`config.mk`:
```
export PLATFORM = sky130hd
export DESIGN_NAME = instr_encoder
export DESIGN_NICKNAME = d
export VERILOG_FILES = /design/src/rtl/rv_isa_pkg.sv /design/src/rtl/instr_pack.sv /design/src/rtl/instr_encoder.sv
export SDC_FILE = /design/constraint.sdc
export NUM_CORES = 1
export LEC_CHECK = 0
export CORE_ASPECT_RATIO = 1.1
export CORE_MARGIN = 2
export CORE_UTILIZATION = 32
export DETAILED_ROUTE_END_ITERATION = 16
export GPL_ROUTABILITY_DRIVEN = 0
export HOLD_SLACK_MARGIN = 0.1
export PLACE_DENSITY = 0.68
export SYNTH_ARGS = -nofsm -noshare
export SYNTH_HDL_FRONTEND = slang
export SYNTH_SLANG_ARGS = --single-unit
```
`constraint.sdc`:
```
create_clock -name clk -period 2.1 [get_ports clk]
set_clock_uncertainty 0.05 [all_clocks]
set_input_delay 0.315 -clock clk [delete_from_list [all_inputs] [get_ports clk]]
set_output_delay 0.315 -clock clk [all_outputs]
set_load 0.02 [all_outputs]
```
`src/rtl/rv_isa_pkg.sv`:
```
// Shared RV32I encoding definitions: instruction formats, opcodes, the canonical
// NOP and the load-run FSM states used by instr_encoder.
package rv_isa_pkg;

   typedef enum logic [2:0] {
      FMT_R = 3'd0,
      FMT_I = 3'd1,
      FMT_S = 3'd2,
      FMT_B = 3'd3,
      FMT_U = 3'd4,
      FMT_J = 3'd5
   } fmt_e;

   localparam logic [6:0] OP_REG    = 7'b0110011;
   localparam logic [6:0] OP_IMM    = 7'b0010011;
   localparam logic [6:0] OP_LUI    = 7'b0110111;
   localparam logic [6:0] OP_STORE  = 7'b0100011;
   localparam logic [6:0] OP_BRANCH = 7'b1100011;
   localparam logic [6:0] OP_JAL    = 7'b1101111;

   // addi x0,x0,0
   localparam logic [31:0] NOP_WORD = 32'h0000_0013;

   typedef logic [1:0] state_t;
   localparam state_t ST_IDLE  = 2'd0;
   localparam state_t ST_RUN   = 2'd1;
   localparam state_t ST_DRAIN = 2'd2;
   localparam state_t ST_DONE  = 2'd3;

   // True when v, read as two's complement, survives truncation to w bits.
   function automatic logic fits_signed(input logic [31:0] v, input int unsigned w);
      logic [31:0] hi;
      hi = 32'($signed(v) >>> (w - 1));
      return (hi == '0) || (hi == '1);
   endfunction

endpackage

```
`src/rtl/instr_pack.sv`:
```
// Combinational RV32I field packer: (fmt, fields, imm) -> (word, err).
// Immediate range checking is compiled in only when IMM_RANGE_CHECK_EN is defined.
module instr_pack
   import rv_isa_pkg::*;
(
   input  logic [2:0]  fmt,
   input  logic [6:0]  opcode,
   input  logic [2:0]  funct3,
   input  logic [6:0]  funct7,
   input  logic [4:0]  rd,
   input  logic [4:0]  rs1,
   input  logic [4:0]  rs2,
   input  logic [31:0] imm,
   output logic [31:0] word,
   output logic        err
);

   always_comb begin
      // NOTE: every output gets a default first so no path through the case infers a latch.
      word = NOP_WORD;
      err  = 1'b0;
      case (fmt)
         FMT_R: word = {funct7, rs2, rs1, funct3, rd, opcode};
         FMT_I: begin
            word = {imm[11:0], rs1, funct3, rd, opcode};
`ifdef IMM_RANGE_CHECK_EN
            err = !fits_signed(imm, 12);
`endif
         end
         FMT_S: begin
            word = {imm[11:5], rs2, rs1, funct3, imm[4:0], opcode};
`ifdef IMM_RANGE_CHECK_EN
            err = !fits_signed(imm, 12);
`endif
         end
         FMT_B: begin
            word = {imm[12], imm[10:5], rs2, rs1, funct3, imm[4:1], imm[11], opcode};
`ifdef IMM_RANGE_CHECK_EN
            err = !fits_signed(imm, 13) || imm[0];
`endif
         end
         FMT_U: begin
            word = {imm[31:12], rd, opcode};
`ifdef IMM_RANGE_CHECK_EN
            err = (imm[11:0] != 12'h000);
`endif
         end
         FMT_J: begin
            word = {imm[20], imm[10:1], imm[11], imm[19:12], rd, opcode};
`ifdef IMM_RANGE_CHECK_EN
            err = !fits_signed(imm, 21) || imm[0];
`endif
         end
         default: begin
            word = NOP_WORD;
            err  = 1'b1;
         end
      endcase
   end

endmodule

```
`src/rtl/instr_encoder.sv`:
```
// RV32I instruction encoder: run FSM, word-address counter and registered
// valid/ready output stage around instr_pack. Optional macro: IMM_RANGE_CHECK_EN.
module instr_encoder
   import rv_isa_pkg::*;
#(
   parameter int          ADDR_W    = 10,
   parameter int unsigned BASE_ADDR = 0
) (
   input  logic              clk,
   input  logic              rst_n,
   input  logic              start,
   input  logic              in_valid,
   output logic              in_ready,
   input  logic              in_last,
   input  logic [2:0]        fmt,
   input  logic [6:0]        opcode,
   input  logic [2:0]        funct3,
   input  logic [6:0]        funct7,
   input  logic [4:0]        rd,
   input  logic [4:0]        rs1,
   input  logic [4:0]        rs2,
   input  logic [31:0]       imm,
   output logic              out_valid,
   input  logic              out_ready,
   output logic [31:0]       out_instr,
   output logic [ADDR_W-1:0] out_addr,
   output logic              out_err,
   output logic              err_sticky,
   output logic              busy,
   output logic              done
);

   localparam logic [ADDR_W-1:0] BASE = ADDR_W'(BASE_ADDR);

   state_t            state;
   logic [ADDR_W-1:0] addr_cnt;
   logic [31:0]       pack_word;
   logic              pack_err;
   logic              accept;

   instr_pack u_pack (
      .fmt    (fmt),
      .opcode (opcode),
      .funct3 (funct3),
      .funct7 (funct7),
      .rd     (rd),
      .rs1    (rs1),
      .rs2    (rs2),
      .imm    (imm),
      .word   (pack_word),
      .err    (pack_err)
   );

   assign in_ready = (state == ST_RUN) && (!out_valid || out_ready);
   assign accept   = in_valid && in_ready;
   assign busy     = (state != ST_IDLE);
   assign done     = (state == ST_DONE);

   // NOTE: all state here uses non-blocking assignments so every register samples pre-edge values.
   always_ff @(posedge clk) begin
      if (!rst_n) begin
         state      <= ST_IDLE;
         addr_cnt   <= BASE;
         out_valid  <= 1'b0;
         out_instr  <= '0;
         out_addr   <= BASE;
         out_err    <= 1'b0;
         err_sticky <= 1'b0;
      end else begin
         if (out_valid && out_ready) begin
            out_valid <= 1'b0;
         end
         // An accept can coincide with the consumer taking the previous word.
         if (accept) begin
            out_valid <= 1'b1;
            out_instr <= pack_word;
            out_err   <= pack_err;
            out_addr  <= addr_cnt;
            addr_cnt  <= addr_cnt + 1'b1;
            if (pack_err) begin
               err_sticky <= 1'b1;
            end
         end

         case (state)
            ST_IDLE: begin
               if (start) begin
                  state      <= ST_RUN;
                  addr_cnt   <= BASE;
                  err_sticky <= 1'b0;
               end
            end
            ST_RUN: begin
               if (accept && in_last) begin
                  state <= ST_DRAIN;
               end
            end
            ST_DRAIN: begin
               if (!out_valid || out_ready) begin
                  state <= ST_DONE;
               end
            end
            default: state <= ST_IDLE;
         endcase
      end
   end

endmodule
```
==> flow_summary.json, run 1 <==
{
  "cp.depth": 7,
  "drive_above_1_share_pct": 9.46,
  "grtUsageMet3_pct": 6.19,
  "pre_cts_slack_ns": -0.0890,
  "path_buf_inv": 2,
  "clk_pin_slew_worst_paths_ns": 0.07,
  "synth_top_area_share_pct": 44.0,
  "boundaryPins": 121,
  "yosys.area_share.simple_pct": 18.6,
  "dr.pass1.iters": 4,
  "syn_area_per_cell_um2": 8.68,
  "vias": 2703,
  "synth_top_family_by_area": "compound AO/OA/AOI/OAI gates",
  "cts-buffers-inserted": 9,
  "grt_pass1_wl_mm": 13.2,
  "cts-root-buf": "clkbuf_8",
  "crit_path_end_kind": "flip-flop",
  "synth_xor_area_share_pct": 2.36,
  "dp_hpwl_mm": 5.75,
  "dieHeight_um": 98.5,
  "htree_levels": 3,
  "cts_setup_buffers": 0,
  "period_share_pct": 91.9,
  "routed_wl_mm": 8.01,
  "fmax_ghz": 0.518,
  "outcome": "completed",
  "path_cells": "inv_1, ha_1, and2_1, nand2_1, buf_12, a222oi_1, nor3_1",
  "setup-violations-final": 0,
  "grtUsageMet2_pct": 32.9,
  "cp_top_family": "simple AND/OR/NAND/NOR gates",
  "ys_warn_count": 0,
  "fp.dieW_um": 89.9,
  "max_stage_delay_ns": 0.36,
  "hold_path.class": "reg -> reg",
  "diodes": 0,
  "ys_async_sr_fraction_pct": 0,
  "first_global_vias": 2776,
  "rrSetupSlack_ns": 0.17,
  "rsz0062_at_grt": "no",
  "min_to": "out_addr[8]$_SDFFE_PN0N_",
  "synthTopCellsByArea": "dfxtp_1 44%, a21oi_1 5.4%, a22o_1 5.4%",
  "critical_path_required_ns": 2.26,
  "wl_per_cell_um": 15.1,
  "worst_pin_slew_ns": 0.891,
  "grt_use_met1_pct": 21.0,
  "total_power_mw": 3.77,
  "synth_compound_area_share_pct": 24.3,
  "p_leak_nw": 1.54,
  "setup_ws_ns": 0.171,
  "setup.worst_path.start_class": "flip-flop",
  "reg2reg_depth": 7,
  "hold_depth": 2,
  "fp.dieArea_um2": 8850,
  "drv_cap": 0,
  "synth_edf_count": 0,
  "drc": 0,
  "clock_latency_ns": 0.33,
  "num_rows": 34,
  "final-hold-violation-count": 0,
  "slew_headroom_pct": 40.5,
  "clockBufferDepth": 2,
  "yosysTopAreaCell": "dfxtp_1",
  "synth_flop_cell": "dfxtp_1",
  "synth_fp_nets": 377,
  "antenna_found_initial": 0,
  "peakVddDrop_v": 0.000386,
  "syn_area_um2": 2600,
  "r2r_start": "state[1]$_SDFFE_PN0P_",
  "ys_seq_elements": 57,
  "synth_cell_types": 40,
  "crit_arrival_ns": 2.09,
  "synth_fa_ha_area_share_pct": 2.41,
  "cp_max_fo": 35,
  "slew_viol_final": 0,
  "first_iter_violations": 106,
  "period_needed_ns": 1.93,
  "r2r_end": "out_instr[20]$_SDFFE_PN0N_",
  "crit_path_top_delay_cell": "a222oi_1",
  "synthMuxAreaShare_pct": 2.99,
  "globalRouteOverflowTotal": 0,
  "power_density_nw_per_um2": 901,
  "netlist_instances": 299,
  "ys_seq_area_share_pct": 44.0,
  "startpoint": "state[1]$_SDFFE_PN0P_",
  "antenna_left": 0,
  "path_class": "reg -> reg",
  "core_um2": 7910,
  "fillers": 749,
  "start_util_pct": 32.8,
  "grt_max_degree": 38,
  "min_from": "out_addr[8]$_SDFFE_PN0N_",
  "cts_tree": "done",
  "cts.sinks": 57,
  "final_nets": 496,
  "grt.busiest_layer": "met2",
  "syn_to_final_growth_pct": 60.9,
  "grt_usage_pct": 18.5,
  "port_buffers": 120,
  "viasPerCell": 5.09
}
## worst reg2reg max path, stage by stage (launching register included)
cell	delay (ns)
dfxtp_1	0.35
inv_1	0.08
ha_1	0.22
and2_1	0.30
nand2_1	0.15
buf_12	0.19
a222oi_1	0.37
nor3_1	0.09
## where the power goes
| part | switching [mW] | internal [mW] | total [mW] |
|---|---|---|---|
| logic | 0.613 | 0.581 | 1.19 |
| registers | 0.0837 | 1.22 | 1.30 |
| clock network | 0.454 | 0.814 | 1.27 |
## cells by family (layout without fill, tap and decap cells)
kind of cell | Yosys count | in the layout
fa+ha+maj | 5 | 5
compound gates | 90 | 90
flops | 57 | 57
xor+xnor | 7 | 7
simple gates | 102 | 102
mux | 7 | 7
buf+inv | 31 | 155
## layout by cell type (no fill, tap or decap), types with 4 or more instances in the layout
master,count
xnor2_1,4
mux2_2,6
nor2b_1,5
a22oi_1,8
clkdlybuf4s50_1,118
dfxtp_1,57
a21oi_1,28
nor2_1,27
clkbuf_8,10
nand2_1,30
inv_1,7
nand3_1,8
o21ai_0,14
a221oi_1,12
buf_4,9
a22o_1,16
ha_1,5
nor3_1,13
## cell usage after synthesis (3+ instances only)
cell type  instances
a21oi_1           28
a221oi_1          12
a222oi_1           3
a22o_1            16
a22oi_1            8
and2_1             3
buf_2              9
clkbuf_1          12
dfxtp_1           57
ha_1               5
inv_1              7
mux2_2             6
nand2_1           30
nand3_1            8
nand4_1            3
nor2_1            28
nor2b_1            5
nor3_1            13
o21ai_0           14
o221a_2            3
xnor2_1            4
xor2_1             3
## worst max-delay path by stage
stage,end,slack [ns]
2_1_floorplan,addr_cnt[9]$_SDFF_PN0_,0.47
3_3_place_gp,out_instr[31]$_SDFFE_PN0N_,-0.04
3_5_place_dp,out_instr[23]$_SDFFE_PN0N_,-0.09
4_1_cts,busy,0.01
5_1_grt,out_instr[21]$_SDFFE_PN0N_,0.002
6_report,out_instr[20]$_SDFFE_PN0N_,0.17
## through the flow
stage                     hold WS, ns  setup TNS [ns]  cells  cell area [µm²]  utilization (%)
after floorplan                 0.390               0    299             2600                -
after global placement          0.394         -0.0771    515             3930             49.7
after detailed placement        0.396          -0.497    515             3930             49.7
after CTS                       0.406               0    531             4180             52.8
after global routing            0.439               0    531             4180             52.8
final                           0.402               0    531             4180             52.8
## timing repair
action,CTS,global route
pin swaps,0,0
resized for setup,1,1
setup endpoints to repair,1,1
hold buffers,0,0
## routing by layer
layer / part of all wire [%] / routed length, µm
met2: 51 / 4050
met4: 1.5 / 123
met5: 0 / 0
met1: 40 / 3220
met3: 7.6 / 610
## sequential cells by signal (all words and copies together) (netlist names)
| register | cells |
|---|---|
| addr_cnt | 10 |
| err_sticky | 1 |
| out_addr | 10 |
| out_err | 1 |
| out_instr | 32 |
| out_valid | 1 |
| state | 2 |
## final cells by class
cell class / instances / area, µm² / share of cell area, %
Clock buffer: 10 / 138 / 3.29
Clock inverter: 6 / 105 / 2.52
Inverter: 8 / 30.0 / 0.719
Multi-Input combinational cell: 211 / 1320 / 31.6
Sequential cell: 57 / 1140 / 27.3
Tap cell: 108 / 135 / 3.23
Timing Repair Buffer: 131 / 1310 / 31.4
(Power assumes the default switching activity.)
==> run 2, diff against run 1 <==
--- a/config.mk
+++ b/config.mk
@@ -11,7 +11,7 @@
 export DETAILED_ROUTE_END_ITERATION = 16
 export GPL_ROUTABILITY_DRIVEN = 0
 export HOLD_SLACK_MARGIN = 0.1
-export PLACE_DENSITY = 0.68
+export PLACE_DENSITY_LB_ADDON = 0.08
 export SYNTH_ARGS = -nofsm -noshare
 export SYNTH_HDL_FRONTEND = slang
 export SYNTH_SLANG_ARGS = --single-unit
==> constraint.sdc (replaced) <==
create_clock -name clk -period 2.4 [get_ports clk]
set_clock_uncertainty 0.05 [all_clocks]
set_input_delay 0.36 -clock clk [delete_from_list [all_inputs] [get_ports clk]]
set_output_delay 0.36 -clock clk [all_outputs]
set_load 0.02 [all_outputs]
==> run 2 against run 1 <==
Via count shrank 2.6%. Core utilization shrank 0.95 points. Critical path depth shrank 3. Routed wire length shrank 2.7%. Setup slack gained 0.093 ns. Sequential share of layout area grew 0.50 points. Global-route usage shrank 0.40 points. Sequential cell count is the same. Clock power shrank 36%. Sequential power shrank 12%. Critical endpoint is now in_ready. Largest cell class unchanged. Highest routed layer unchanged.
==> flow_summary.json, run 2 (synthesized netlist as in run 1, its figures left out) <==
{
  "outcome": "completed",
  "core_um2": 7910,
  "port_buffers": 120,
  "setup-violations-final": 0,
  "period_share_pct": 89.0,
  "drc": 0,
  "first_global_vias": 2654,
  "antenna_found_initial": 0,
  "setup.worst_path.start_class": "flip-flop",
  "period_needed_ns": 2.14,
  "num_rows": 34,
  "reg2reg_depth": 7,
  "slew_headroom_pct": 41.6,
  "stdcell_count": 531,
  "tns_ns": 0,
  "crit_path_end_kind": "primary output",
  "ctsResizeCount": 0,
  "vias": 2632,
  "wl_per_cell_um": 14.7,
  "cts_tree": "done",
  "final-hold-violation-count": 0,
  "largest-register": "out_instr",
  "crit_arrival_ns": 1.73,
  "grt_usage_pct": 18.1,
  "antenna_left": 0,
  "clock_latency_ns": 0.34,
  "p_leak_nw": 1.49,
  "rrSetupSlack_ns": 0.46,
  "routed_wl_mm": 7.79,
  "cp_max_fo": 5,
  "path_class": "reg -> out",
  "htree_levels": 3,
  "grt_max_degree": 36,
  "dieHeight_um": 98.5,
  "first_iter_violations": 63,
  "syn_to_final_growth_pct": 58.0,
  "cts-root-buf": "clkbuf_8",
  "cts-buffers-inserted": 9,
  "hold_depth": 2,
  "power_density_nw_per_um2": 728,
  "dp_hpwl_mm": 5.83,
  "globalRouteOverflowTotal": 0,
  "worst_pin_slew_ns": 0.874,
  "final_util_pct": 51.9,
  "cts.sinks": 57,
  "clk_pin_slew_worst_paths_ns": 0.06,
  "start_util_pct": 32.8,
  "diodes": 0,
  "peakVddDrop_v": 0.000320,
  "final_common_cell": "clkdlybuf4s50_1",
  "cts_setup_buffers": 0,
  "fp.dieArea_um2": 8850,
  "slew_viol_final": 0,
  "viasPerCell": 4.96,
  "drive_above_1_share_pct": 9.46,
  "final_cell_mix": "120 x clkdlybuf4s50_1, 57 x dfxtp_1, 30 x nand2_1",
  "critical_path_required_ns": 1.99,
  "rsz0062_at_grt": "no",
  "top_regs": "out_instr: 32 flops, addr_cnt: 10 flops, out_addr: 10 flops",
  "hold_path.class": "reg -> reg",
  "largest_reg_flops": 32,
  "grt_pass1_wl_mm": 12.7,
  "drv_cap": 0,
  "dr.pass1.iters": 5,
  "fp.dieW_um": 89.9,
  "hold_buffers": 0,
  "boundaryPins": 121,
  "final_nets": 496,
  "fmax_ghz": 0.468,
  "clockBufferDepth": 2,
  "post-place-cells": 515
}
run 2: changes by cell type in the layout (fill, tap and decap cells not counted), sizes merged:
| cell | previous run | this run |
|---|---|---|
| bufinv | 3 | 0 |
| clkbuf | 10 | 11 |
| clkdlybuf4s50 | 118 | 120 |
| clkinvlp | 0 | 2 |
| dlygate4sd2 | 1 | 0 |
| dlymetal6s2s | 1 | 0 |
run 2: metrics by stage:
stage	setup slack (ns)	hold WS [ns]	total power, mW	instance area, µm²
floorplan	0.771	0.390	1.71	2600
global placement	0.203	0.393	2.20	3920
detailed placement	0.182	0.397	2.21	3920
CTS	0.231	0.406	3.04	4100
global route	0.143	0.426	3.18	4100
finish	0.264	0.401	2.99	4100
run 2: layer usage:
| metal | vias to the layer above | track usage [%] | wire length, µm |
|---|---|---|---|
| met5 | - | 0 | 0 |
| met4 | 0 | 8.64 | 182 |
| met3 | 13 | 5.20 | 500 |
| met2 | 75 | 31.9 | 3910 |
| met1 | 1215 | 20.1 | 3200 |
| li1 | 1329 | - | - |
run 2: report_power, final:
group	switching, mW	internal (mW)	total, mW
Clock	0.389	0.424	0.813
Sequential	0.0715	1.07	1.14
Combinational	0.526	0.508	1.03
run 2: area by class of cell:
type                            instances  area [µm²]
Clock buffer                           11         151
Inverter                                8        30.0
Fill cell                             796        3810
Sequential cell                        57        1140
Timing Repair Buffer                  131        1300
Clock inverter                          5        30.0
Multi-Input combinational cell        211        1320
Tap cell                              108         135
run 2: path summary, 6_finish.rpt:
kind,from,endpoint
max,state[1]$_SDFFE_PN0P_,in_ready
min reg2reg,out_instr[31]$_SDFFE_PN0N_,out_instr[31]$_SDFFE_PN0N_
min,out_instr[31]$_SDFFE_PN0N_,out_instr[31]$_SDFFE_PN0N_
max reg2reg,state[1]$_SDFFE_PN0P_,out_instr[20]$_SDFFE_PN0N_
run 2: worst max-delay path, cell delays in order (launching register included):
cell	delay [ns]
dfxtp_1	0.34
inv_1	0.09
ha_1	0.22
and2_1	0.14
clkdlybuf4s50_1	0.60
==> run 3, diff against run 2 <==
==> constraint.sdc (replaced) <==
create_clock -name clk -period 2.6 [get_ports clk]
set_clock_uncertainty 0.05 [all_clocks]
set_input_delay 0.39 -clock clk [delete_from_list [all_inputs] [get_ports clk]]
set_output_delay 0.39 -clock clk [all_outputs]
set_load 0.02 [all_outputs]
==> run 3 against run 2 <==
Routed wire length increased by 2.2%. Worst hold slack about the same. Non-clock buffer count unchanged. Power increased by 5.3%. First-iteration DRC count increased by 51%. Setup slack improved by 0.17 ns. Core utilization increased by 1.0 points. Count of clock-buffer cells in the layout unchanged. Critical path type unchanged. Critical endpoint unchanged.
==> flow_summary.json, run 3 (synthesized netlist as in run 1, its figures left out) <==
{
  "outcome": "completed",
  "dieHeight_um": 98.5,
  "fp.dieArea_um2": 8850,
  "cts_tree": "done",
  "clk_pin_slew_worst_paths_ns": 0.07,
  "final-hold-violation-count": 0,
  "fin_area_um2": 4190,
  "power_density_nw_per_um2": 751,
  "fmax_ghz": 0.461,
  "grt.busiest_layer": "met2",
  "grtUsageMet3_pct": 5.35,
  "final_nets": 496,
  "antenna_found_initial": 0,
  "globalRouteOverflowTotal": 0,
  "core_um2": 7910,
  "port_buffers": 120,
  "diodes": 0,
  "dr.pass1.iters": 4,
  "path_class": "reg -> out",
  "grt_max_degree": 30,
  "crit_arrival_ns": 1.73,
  "cts-root-buf": "clkbuf_8",
  "seqPwrFrac_pct": 33.5,
  "drv_cap": 0,
  "wl_per_cell_um": 15.0,
  "cp_max_fo": 5,
  "switchingPower_mw": 0.909,
  "clock_latency_ns": 0.33,
  "setup-violations-final": 0,
  "grt_usage_pct": 18.1,
  "grt_pass1_wl_mm": 12.8,
  "hold_path.class": "reg -> reg",
  "post-place-cells": 515,
  "start_util_pct": 32.8,
  "peakVddDrop_v": 0.000295,
  "tns_ns": 0,
  "largest-register": "out_instr",
  "max_stage_delay_ns": 0.60,
  "period_needed_ns": 2.17,
  "p_leak_nw": 1.53,
  "syn_to_final_growth_pct": 61.2,
  "setup_ws_ns": 0.432,
  "worst_pin_slew_ns": 0.906,
  "routed_wl_mm": 7.96,
  "top_regs": "out_instr: 32 flops, addr_cnt: 10 flops, out_addr: 10 flops",
  "slew_viol_final": 0,
  "critical_path_required_ns": 2.16,
  "num_rows": 34,
  "first_global_vias": 2645,
  "drc": 0,
  "vias": 2681,
  "fp.dieW_um": 89.9,
  "period_share_pct": 83.4,
  "pre_cts_slack_ns": 0.197,
  "path_cells": "inv_1, ha_1, and2_1, clkdlybuf4s50_1",
  "whs_ns": 0.401,
  "largest_reg_flops": 32,
  "swShare_pct": 28.9,
  "slew_headroom_pct": 39.5,
  "first_iter_violations": 95,
  "p_comb_share_pct": 30.3,
  "final_cell_mix": "120 x clkdlybuf4s50_1, 57 x dfxtp_1, 30 x nand2_1",
  "clkPwrFrac_pct": 36.2,
  "boundaryPins": 121,
  "htree_levels": 3,
  "crit_path_top_delay_cell": "clkdlybuf4s50_1",
  "final_common_cell": "clkdlybuf4s50_1",
  "crit_path_end_kind": "primary output",
  "rrSetupSlack_ns": 0.67,
  "antenna_left": 0,
  "setup.worst_path.start_class": "flip-flop",
  "cts.sinks": 57,
  "dp_hpwl_mm": 5.85,
  "placed_area_um2": 3910,
  "total_power_mw": 3.14,
  "grtUsageMet2_pct": 32.8,
  "stdcell_count": 531,
  "final_util_pct": 52.9,
  "cts-buffers-inserted": 9,
  "clockBufferDepth": 2,
  "ctsResizeCount": 0,
  "drive_above_1_share_pct": 9.46,
  "grt_use_met1_pct": 20.2,
  "hold_buffers": 0,
  "cts_setup_buffers": 0,
  "viasPerCell": 5.05,
  "rsz0062_at_grt": "no",
  "intPower_mw": 2.23
}
## run 3: final timing paths
| kind | from | to | depth (start not counted) |
|---|---|---|---|
| setup / recovery | state[1]$_SDFFE_PN0P_ | in_ready | 4 |
| hold / removal | out_instr[31]$_SDFFE_PN0N_ | out_instr[31]$_SDFFE_PN0N_ | 2 |
| setup reg to reg | state[1]$_SDFFE_PN0P_ | out_addr[9]$_SDFFE_PN0N_ | 8 |
| hold reg to reg | out_instr[31]$_SDFFE_PN0N_ | out_instr[31]$_SDFFE_PN0N_ | 2 |
## run 3: routing by layer
metal  share of wire [%]  routed length (µm)
met5                   0                   0
met4                 1.3                 107
met3                 6.5                 517
met2                  51                4050
met1                  41                3280
## run 3: power groups by stage
stage	combinational, mW	clock [mW]	sequential, mW
2_1_floorplan	0.399	0	1.18
3_3_place_gp	0.956	0	1.07
3_5_place_dp	0.959	0	1.07
4_1_cts	0.966	1.17	1.05
5_1_grt	1.03	1.20	1.07
6_report	0.952	1.14	1.05
## run 3: worst max-delay path, delay by kind of cell (launching register included)
family        cells  cell delay, ns
fa+ha+maj         1            0.22
flops             1            0.34
buf+inv           2            0.69
simple gates      1            0.15
## run 3: final cells by class
type / count / area [µm²]
clock buffer: 11 / 151
clock inverter: 5 / 125
fill: 778 / 3730
inverter: 8 / 30.0
multi-input combinational: 211 / 1320
sequential: 57 / 1140
tap: 108 / 135
timing repair buffer: 131 / 1280
